## src/rtl/fp_pkg.sv

```systemverilog
// rtl/fp_pkg.sv - shared bfloat16 types, constants and converter states
// Shared by bf16_to_int and the fadd unit; no ports.
package fp_pkg;

    typedef struct packed {
        logic       sign;
        logic [7:0] exp;
        logic [6:0] frac;
    } bf16_t;

    localparam int BF16_BIAS    = 127;
    localparam int BF16_EXP_MAX = 255;

    typedef enum logic [1:0] {
        IDLE,
        SHIFT,
        FINISH
    } state_t;

endpackage

```

## src/rtl/bf16_classify.sv

```systemverilog
// rtl/bf16_classify.sv - combinational classification of a bfloat16 operand
// Ports:
//   exp      in   biased exponent field
//   frac     in   fraction field
//   is_zero  out  exponent field is 0 (zero or denormal)
//   is_nan   out  exponent all ones, fraction nonzero
//   is_inf   out  exponent all ones, fraction zero
//   exp_unb  out  signed unbiased exponent (exp - bias)
module bf16_classify
    import fp_pkg::*;
(
    input  logic [7:0]        exp,
    input  logic [6:0]        frac,
    output logic              is_zero,
    output logic              is_nan,
    output logic              is_inf,
    output logic signed [9:0] exp_unb
);

    logic exp_max;

    assign exp_max = (exp == 8'(BF16_EXP_MAX));
    assign is_zero = (exp == 8'd0);
    assign is_nan  = exp_max && (frac != 7'd0);
    assign is_inf  = exp_max && (frac == 7'd0);
    assign exp_unb = $signed({2'b00, exp}) - $signed(10'(BF16_BIAS));

endmodule

```

## src/rtl/bf16_to_int.sv

```systemverilog
// rtl/bf16_to_int.sv - multi-cycle bfloat16 to int16 converter, truncating
// Ports:
//   clock    in   rising-edge clock
//   nreset   in   synchronous active-low reset
//   start    in   begin conversion of a (accepted only while ready)
//   a        in   bfloat16 operand
//   result   out  signed 16-bit result, valid while ready
//   ready    out  1 = idle / result valid, 0 = busy
//   inexact  out  nonzero fraction bits were discarded
//   invalid  out  NaN, infinity or out of int16 range
module bf16_to_int
    import fp_pkg::*;
#(
    parameter bit SAT_EN = 1'b1
) (
    input  logic        clock,
    input  logic        nreset,
    input  logic        start,
    input  logic [15:0] a,
    output logic [15:0] result,
    output logic        ready,
    output logic        inexact,
    output logic        invalid
);

    bf16_t              op;
    logic               is_zero;
    logic               is_nan;
    logic               is_inf;
    logic signed [9:0]  exp_unb;

    state_t             state;
    state_t             state_next;

    logic               sign_q;
    logic [15:0]        mag_q;
    logic [2:0]         cnt_q;
    logic               left_q;
    logic               sticky_q;
    logic               inv_q;
    logic               accept;

    assign op     = bf16_t'(a);
    assign ready  = (state == IDLE);
    assign accept = ready && start;

    bf16_classify u_classify (
        .exp     (op.exp),
        .frac    (op.frac),
        .is_zero (is_zero),
        .is_nan  (is_nan),
        .is_inf  (is_inf),
        .exp_unb (exp_unb)
    );

    always_ff @(posedge clock) begin
        if (!nreset) begin
            state <= IDLE;
        end else begin
            state <= state_next;
        end
    end

    // Every accepted operand spends at least one cycle in SHIFT (even with a
    // zero count), so ready returns exactly 2+k edges after the start edge.
    always_comb begin
        state_next = state;
        case (state)
            IDLE:    if (start) state_next = SHIFT;
            SHIFT:   if (cnt_q == 3'd0) state_next = FINISH;
            FINISH:  state_next = IDLE;
            default: state_next = IDLE;
        endcase
    end

    always_ff @(posedge clock) begin
        if (!nreset) begin
            sign_q   <= 1'b0;
            mag_q    <= 16'd0;
            cnt_q    <= 3'd0;
            left_q   <= 1'b0;
            sticky_q <= 1'b0;
            inv_q    <= 1'b0;
            result   <= 16'd0;
            inexact  <= 1'b0;
            invalid  <= 1'b0;
        end else begin
            if (accept) begin
                sign_q   <= op.sign;
                mag_q    <= {8'd0, 1'b1, op.frac};
                cnt_q    <= 3'd0;
                left_q   <= 1'b0;
                sticky_q <= 1'b0;
                inv_q    <= 1'b0;
                // Special cases preload the final magnitude so FINISH needs
                // no separate path: sign-applied 0x8000 stays 0x8000.
                if (is_nan) begin
                    mag_q <= 16'd0;
                    inv_q <= 1'b1;
                end else if (is_inf || exp_unb >= 10'sd15) begin
                    if (op.sign && exp_unb == 10'sd15 && op.frac == 7'd0) begin
                        mag_q <= 16'h8000;
                    end else begin
                        inv_q <= 1'b1;
                        if (SAT_EN) begin
                            mag_q <= op.sign ? 16'h8000 : 16'h7FFF;
                        end else begin
                            mag_q <= 16'd0;
                        end
                    end
                end else if (is_zero) begin
                    mag_q    <= 16'd0;
                    sticky_q <= (op.frac != 7'd0);
                end else if (exp_unb < 10'sd0) begin
                    mag_q    <= 16'd0;
                    sticky_q <= 1'b1;
                end else if (exp_unb <= 10'sd6) begin
                    cnt_q <= 3'd7 - exp_unb[2:0];
                end else begin
                    // e in 7..14: e-7 equals the low three bits plus one, mod 8.
                    left_q <= 1'b1;
                    cnt_q  <= exp_unb[2:0] + 3'd1;
                end
            end

            if (state == SHIFT && cnt_q != 3'd0) begin
                cnt_q <= cnt_q - 3'd1;
                if (left_q) begin
                    mag_q <= {mag_q[14:0], 1'b0};
                end else begin
                    mag_q    <= {1'b0, mag_q[15:1]};
                    sticky_q <= sticky_q | mag_q[0];
                end
            end

            if (state == FINISH) begin
                result  <= sign_q ? (16'd0 - mag_q) : mag_q;
                inexact <= sticky_q;
                invalid <= inv_q;
            end
        end
    end

endmodule
```

## config.mk

```make
export PLATFORM = sky130hd
export DESIGN_NAME = bf16_to_int
export DESIGN_NICKNAME = d
export VERILOG_FILES = /design/src/rtl/fp_pkg.sv /design/src/rtl/bf16_classify.sv /design/src/rtl/bf16_to_int.sv
export SDC_FILE = /design/constraint.sdc
export NUM_CORES = 1
export LEC_CHECK = 0
export ABC_AREA = 1
export CAP_MARGIN = 20
export CORE_ASPECT_RATIO = 0.6
export CORE_MARGIN = 2
export CORE_UTILIZATION = 35
export CTS_CLUSTER_DIAMETER = 150
export CTS_CLUSTER_SIZE = 16
export DETAILED_ROUTE_END_ITERATION = 12
export GPL_TIMING_DRIVEN = 0
export SLEW_MARGIN = 20
export SYNTH_ARGS = -nofsm -noshare
export SYNTH_HDL_FRONTEND = slang
export SYNTH_SLANG_ARGS = --single-unit
```

## constraint.sdc

```tcl
create_clock -name clock -period 2.1 [get_ports clock]
set_input_delay 0.42 -clock clock [delete_from_list [all_inputs] [get_ports clock]]
set_output_delay 0.42 -clock clock [all_outputs]
set_load 0.01 [all_outputs]
```

==> results.cfg, run 1 <==
[run_status]
outcome = complete, no violations

[drt]
dr_total_vias = 2888
drc = 0
drtAntennaViolNets = 0
wl_met3_um = 507
drt-total-wl_mm = 7.66
drtIter0Drc = 309
routed-wl-met2_mm = 2.82
top_layer_used = met4
first_pass_iters = 5
drt-vias-per-instance = 4.94
wirelength_met1_mm = 4.19
post_drt_wl_per_cell_um = 13.1

[synth]
postSynthCellCount = 435
seq_area_frac_synth = 0.311
async_flop_share = 0
synth.most_common_cell = nand2_1
synth.distinct_cells = 36
ys_top_cells_by_count = nand2_1 (108), inv_1 (54), nor2_1 (52)
synth_ff_type = dfxtp_1
synthesis.nets = 461
yosys.area.top_type = dfxtp_1
ys.warnings.count = 0
synth_area_mm2 = 0.00277
avgSynthCellArea_um2 = 6.37
yosys-top-cells-area = dfxtp_1 (31%), nand2_1 (15%), o21ai_0 (8.0%)
synth-seq-cells = 43
synth_edf_count = 0
synthDominantCellAreaShare = 0.311

[pwr]
powerDensity_mw_per_mm2 = 643
p_leak_uw = 0.00148
power_uw = 2210
vdd_ir_drop_max_v = 0.000259

[critical_path]
endpoint_kind = flop
cp_slowest_cell = clkdlybuf4s50_1
cp-start-kind = primary input
crit_arrival_ns = 2.22
worstPathMaxFanout = 5
path_cells = clkdlybuf4s50_1 -> nor2_1 -> nand3_1 -> nor2_2 -> nor2_1 -> nor2_2 -> nand4_1 -> nand2_2 -> nand2_1 -> a21oi_1
worstSetupPathType = primary input to flop
required_ns = 2.31
slowest_delay_ns = 0.45

[clock_network]
cts.sinks = 43
clock_latency_ns = 0.29
cts_buffers = 5
clk_pin_slew_worst_paths_ns = 0.06
cts_root_buf = clkbuf_16
h-tree-depth = 2
cts_tree = built
cts_hold_buf = 0
ctsLongestPathBuffers = 2

[place]
io_buffer_count = 34
place_area_mm2 = 0.00324
pre_cts_slack_ns = -0.435
dp_hpwl_mm = 5.87
gp_congestion = 0.852

[flow_run]
cap_viol_max_count = 0

[floorplanning]
core_mm2 = 0.00776
fp-row-count = 25
die_height_um = 72.9
io_pins = 38
dieArea_mm2 = 0.00866
start_util = 0.357
die_w_um = 119

[timing]
rsz0062_at_grt = false
worstMarginPinSlew_ns = 0.608
slew_headroom = 0.594
clock_skew_ns = 0.00410
fin_crit_ns = 2.01
slew_violations = 0
setup-violations-final = 0
finalHoldViolCount = 0
min_period_over_period = 0.959
fmax_mhz = 497
fin_ws_ns = 0.0868

[cells_and_area]
design_area_mm2 = 0.00344
diodes = 0
area_growth_pct = 24.4
nets = 503
drive_above_1_share = 0.0985

[hold_path]
hp-class = flop to flop

[global_route]
grt.total_usage = 0.189
overflow = 0
grt_max_degree = 13
grt_pass1_wl_mm = 12.8
antenna_found_initial = 0
grt_pass1_vias = 2591
timing repair:
action | 4_1_cts | 5_1_grt
gates resized for setup | 9 | 7
buffers inserted | 0 | 1
hold endpoints to repair | 0 | 0
endpoints found under the setup margin | 21 | 21
pin swaps | 1 | 2
area by class of cell:
| cell class | instances | area [um2] |
|---|---|---|
| timing repair buffer | 35 | 345 |
| clock buffer | 6 | 139 |
| buffer | 15 | 70.1 |
| clock inverter | 1 | 5.00 |
| tap | 108 | 135 |
| fill | 847 | 4310 |
| sequential | 43 | 861 |
| multi-input combinational | 319 | 1670 |
| inverter | 58 | 218 |
logic make-up after synthesis:
group,share of synthesized area
compound gates,0.172
xor+xnor,0.0221
fa+ha+maj,0.0316
buf+inv,0.103
flops,0.311
simple gates,0.360
sequential cells by signal, summed over array words and instances (netlist names):
name      count
cnt_q         3
inexact       1
inv_q         1
invalid       1
left_q        1
mag_q        16
result       16
sign_q        1
state         2
sticky_q      1
metrics by stage:
stage | hold slack (ns) | std cells | TNS [ns] | utilization
2_1_floorplan | 0.450 | 435 | 0 | -
3_3_place_gp | 0.482 | 577 | -7.55 | 0.418
3_5_place_dp | 0.493 | 577 | -8.28 | 0.418
4_1_cts | 0.501 | 584 | 0 | 0.440
5_1_grt | 0.533 | 585 | 0 | 0.444
6_report | 0.514 | 585 | 0 | 0.444
routing by layer:
| metal | track usage | vias up |
|---|---|---|
| met5 | 0 | - |
| met4 | 0.0622 | 0 |
| met3 | 0.0398 | 11 |
| met2 | 0.252 | 74 |
| met1 | 0.295 | 1312 |
| li1 | - | 1491 |
power by group:
group	switching, uW	internal, uW	leakage (uW)
Clock	320	465	0.0000727
Sequential	41.8	868	0.000350
Combinational	323	196	0.00106
cell usage in the layout (no fill, tap or decap), drive strengths merged:
cell type	n
inv	56
dfxtp	43
ha	7
clkdlybuf4s15	1
o21ai	48
o221ai	4
buf	4
nor3	3
or2	1
nand4	11
xor2	7
nor2	60
o22ai	4
clkbuf	18
nand3b	1
a31oi	4
nand3	23
a21oi	22
dlygate4sd2	2
o31ai	1
nand2	120
a211oi	1
nor4	2
clkdlybuf4s50	31
clkinv	3
critical path: cells and delay by family:
kind / cells / cell delay [ns]
AND/OR/NAND/NOR: 8 / 1.21
buffers and inverters: 1 / 0.45
AO/OA/AOI/OAI: 1 / 0.13
worst paths after layout:
path	depth (start not counted)	from	slack, ns	to
max	10	a[3]	0.09	mag_q[1]$_SDFFE_PN0P_
min	2	inv_q$_SDFFE_PN0P_	0.51	invalid$_SDFFE_PN0N_
max reg2reg	10	cnt_q[0]$_SDFFE_PN0P_	0.19	mag_q[4]$_SDFFE_PN0P_
min reg2reg	2	inv_q$_SDFFE_PN0P_	0.51	invalid$_SDFFE_PN0N_
(Power assumes the default switching activity.)
==> run 2: changes to the inputs <==
--- a/config.mk
+++ b/config.mk
@@ -14,6 +14,7 @@
 export CTS_CLUSTER_SIZE = 16
 export DETAILED_ROUTE_END_ITERATION = 12
 export GPL_TIMING_DRIVEN = 0
+export REMOVE_ABC_BUFFERS = 1
 export SLEW_MARGIN = 20
 export SYNTH_ARGS = -nofsm -noshare
 export SYNTH_HDL_FRONTEND = slang
==> run 2 against run 1 <==
Compared with the run above: critical path depth stayed put; clock skew grew 0.0032 ns; global-route usage down 0.95 points; first-iteration DRC count is 43% lower; sequential power rose by 1%; flip-flop and latch count is the same; fmax up 3.2%; final area grew 0.25%; utilization is 0.11 points higher; wire length shrank 2.9%; setup slack improved by 0.063 ns; combinational power is 3% lower.
==> results.cfg, run 2 (same netlist as run 1, synthesis figures left out) <==
[critical_path]
startpoint = a[8]
cp-start-kind = primary input
path_cells = dlygate4sd2_1 -> ha_1 -> nand2_1 -> xor2_1 -> nor2_2 -> nor2_4 -> nand4_1 -> nand2_2 -> nand2_1 -> a21oi_1
worstPathMaxFanout = 5
crit_arrival_ns = 2.17
worstSetupPathType = primary input to flop
endpoint_kind = flop
cpMostUsedCell = nand2_1
required_ns = 2.32
slowest_delay_ns = 0.30
cp_slowest_cell = dlygate4sd2_1
rr_startpoint = cnt_q[0]$_SDFFE_PN0P_

[global_route]
grt.total_usage = 0.180
overflow = 0
grt_max_degree = 35
grt_pass1_vias = 2529
grt_pass1_wl_mm = 12.4
antenna_found_initial = 0

[clock_network]
cts_root_buf = clkbuf_16
cts_buffers = 5
h-tree-depth = 2
clk_pin_slew_worst_paths_ns = 0.06
cts.sinks = 43
cts_tree = built
ctsLongestPathBuffers = 2
clock_latency_ns = 0.29

[place]
gp_congestion = 0.855
dp_hpwl_mm = 5.34
pre_cts_slack_ns = -0.886
io_buffer_count = 37
dpl.cell_count = 566

[cells_and_area]
final_common_cell = nand2_1
diodes = 0
final_cell_mix = nand2_1 (106), inv_1 (54), nor2_1 (49), o21ai_0 (44), dfxtp_1 (43)
nets = 495
utilization = 0.445
area_growth_pct = 24.7
reg_top3 = mag_q: 16 flops, result: 16 flops, cnt_q: 3 flops
final_cells = 578
drive_above_1_share = 0.104

[drt]
dr_total_vias = 2821
drc = 0
post_drt_wl_per_cell_um = 12.9
drtAntennaViolNets = 0
drtIter0Drc = 176
drt-vias-per-instance = 4.88
first_pass_iters = 4
drt-total-wl_mm = 7.44

[timing]
finalHoldViolCount = 0
min_period_over_period = 0.929
slew_violations = 0
fin_crit_ns = 1.95
slew_headroom = 0.543
fin_ws_ns = 0.149
fmax_mhz = 513
worstMarginPinSlew_ns = 0.685
setup-violations-final = 0
clock_skew_ns = 0.00725

[floorplanning]
core_mm2 = 0.00776
io_pins = 38
die_w_um = 119
fp-row-count = 25
dieArea_mm2 = 0.00866
die_height_um = 72.9
start_util = 0.357

[hold_path]
min_from = inv_q$_SDFFE_PN0P_
hp-class = flop to flop

[pwr]
powerDensity_mw_per_mm2 = 634
vdd_ir_drop_max_v = 0.000266
p_leak_uw = 0.00151

[flow_run]
cap_viol_max_count = 0

[run_status]
outcome = complete, no violations
[run 2: changes by cell type in the layout (fill, tap and decap cells not counted), sizes merged, moves of 2 or more]
| cell | change |
|---|---|
| dlymetal6s2s | +3 |
| clkdlybuf4s50 | -2 |
| buf | +2 |
| clkbuf | -11 |
[run 2: stage by stage]
stage | TNS [ns] | hold WS, ns | total power [uW] | cell area [um2]
after floorplan | -1.06 | 0.450 | 1220 | 2700
after global placement | -26.93 | 0.491 | 1410 | 3210
after detailed placement | -14.92 | 0.482 | 1410 | 3210
after CTS | 0 | 0.508 | 2200 | 3400
after global routing | -0.0138 | 0.536 | 2320 | 3450
final | 0 | 0.497 | 2190 | 3450
[run 2: power breakdown]
group	internal (uW)	switching, uW
logic	198	308
registers	867	51.7
clock network	440	323
[run 2: final cells by class]
cell class | instances | area, um2
clock inverters | 1 | 5.00
inverters | 58 | 221
well taps | 108 | 135
flip-flops and latches | 43 | 861
multi-input cells | 319 | 1690
repair buffers | 42 | 410
fillers | 829 | 4300
clock buffers | 7 | 133
[run 2: worst max-delay path, delay by kind of cell]
| kind | cells | cell delay (ns) |
|---|---|---|
| and+or+nand+nor | 6 | 0.84 |
| buffers and inverters | 1 | 0.30 |
| adders and majority gates | 1 | 0.25 |
| xor gates and xnor gates | 1 | 0.23 |
| AOI/OAI and AO/OA | 1 | 0.12 |
[run 2: routing by layer]
layer,vias to the layer above,global-route usage,wire length [um]
met1,1264,0.278,4020
li1,1474,-,-
met5,-,0,0
met3,6,0.0461,448
met2,77,0.240,2930
met4,0,0.0476,42
[run 2: timing repair]
action                                  CTS  global route
setup buffers                             1             3
resized for setup                        13             9
pin swaps                                 1             1
hold buffers                              0             0
endpoints found under the setup margin   22            21
[run 2: path summary, 6_finish.rpt]
check / end / slack [ns] / cells past startpoint
setup / recovery: mag_q[5]$_SDFFE_PN0P_ / 0.15 / 10
hold / removal: invalid$_SDFFE_PN0N_ / 0.50 / 2
setup reg to reg: mag_q[11]$_SDFFE_PN0P_ / 0.17 / 11
hold reg to reg: invalid$_SDFFE_PN0N_ / 0.50 / 2
==> RTL edit: new RTL, settings of run 2 <==
Set the package constant `BF16_EXP_MAX` to 127 (it was 255).
--- a/src/rtl/fp_pkg.sv
+++ b/src/rtl/fp_pkg.sv
@@ -11,3 +11,3 @@
     localparam int BF16_BIAS    = 127;
-    localparam int BF16_EXP_MAX = 255;
+    localparam int BF16_EXP_MAX = 127;
 
Check against the original RTL: not equivalent (Yosys sat finds a counterexample within 4 cycles, from zero or initial values and one cycle with nreset low).
==> RTL edit against run 2 <==
Worst setup slack worse by 0.011 ns. Critical endpoint is now cnt_q[1]. Via count shrank 4.5%. Final area fell by 1.4%. Synthesized area down 0.72%. Power decreased by 0.19%. Sequential cell count did not move. Routed wire length fell by 3.0%. Synthesized cell count shrank 3.7%. Highest routed layer unchanged. Sequential share of layout area is 0.35 points higher.
==> RTL edit: results (changes against run 2) <==
[run_status]
status=finished clean

[grt]
grt_util_met1=0.272  ; -0.00616
globalRouteTotalUtil=0.177  ; -0.00302
grt_max_degree=33  ; -5.7%
use_met3=0.0391  ; -0.00703
grt_pass1_wl_mm=12.0  ; -2.8%

[worst_setup_path]
crit_start=a[12]
crit_fanout=6  ; +1
cp_slowest_cell=clkdlybuf4s50_1

[place]
place_area_sq_mm=0.00319  ; -0.82%
dp_slack_ns=-1.10  ; -0.212 ns
gp_congestion=0.822  ; -3.9%
dp_cells=547  ; -3.4%
hpwl_mm=5.27  ; -1.2%

[layout]
nClkBuffers=8  ; +1
final_cells=557  ; -3.6%
fillers=786  ; -5.2%
n_all_inverters=61  ; +5.2%
nets=478  ; -3.4%
design.seq.count=43  ; unchanged
buf_share=0.117  ; -0.00201
buffers=39  ; -7.1%

[worst_hold_path]
hp-start=inexact

[routing]
met2_length_mm=2.71  ; -7.4%
met3WireLength_microns=348  ; -22%
drt_first_iter_violations=203  ; +15%
wl_met1_mm=4.11  ; +2.3%

[timing]
max-slew-margin-rel=0.599  ; +0.0564

[pwr]
ir_drop_uv=405  ; +53%
leakage_uw=0.00144  ; -4.3%

[logic_synthesis]
synth-adder-area-share=0.0319  ; +0.000230
synthTopCellsByCount=95 x nand2_1, 56 x inv_1, 56 x nor2_1
yosysSeqAreaShare=0.313  ; +0.00226

## RTL edit: cell types whose count changed after synthesis, sizes merged, moves of 2 or more
cell    before  now
a21oi       22   24
a31oi        4    8
clkbuf      12   10
inv         56   59
nand2      120  100
nand3       23   17
nand4       11    7
nor2        60   66
nor3         3    7
o211ai       0    6
o21ai       48   41
## RTL edit: report_power, final
| group | internal (uW) | switching [uW] | total, uW |
|---|---|---|---|
| registers | 860 | 42.5 | 903 |
| clock network | 507 | 331 | 838 |
| logic | 176 | 267 | 443 |
## RTL edit: final timing paths
kind / to / slack (ns) / cells past startpoint
worst max-delay path: cnt_q[1] / 0.14 / 9
worst min-delay path: inexact / 0.48 / 2
worst max register to register: cnt_q[2] / 0.15 / 11
worst min register to register: inexact / 0.48 / 2
## RTL edit: what timing repair did
action	in CTS	in global routing
setup endpoints to repair	27	19
pin swaps	1	2
cloned	0	0
setup buffers	0	2
hold buffers	0	0
resized for setup	11	4
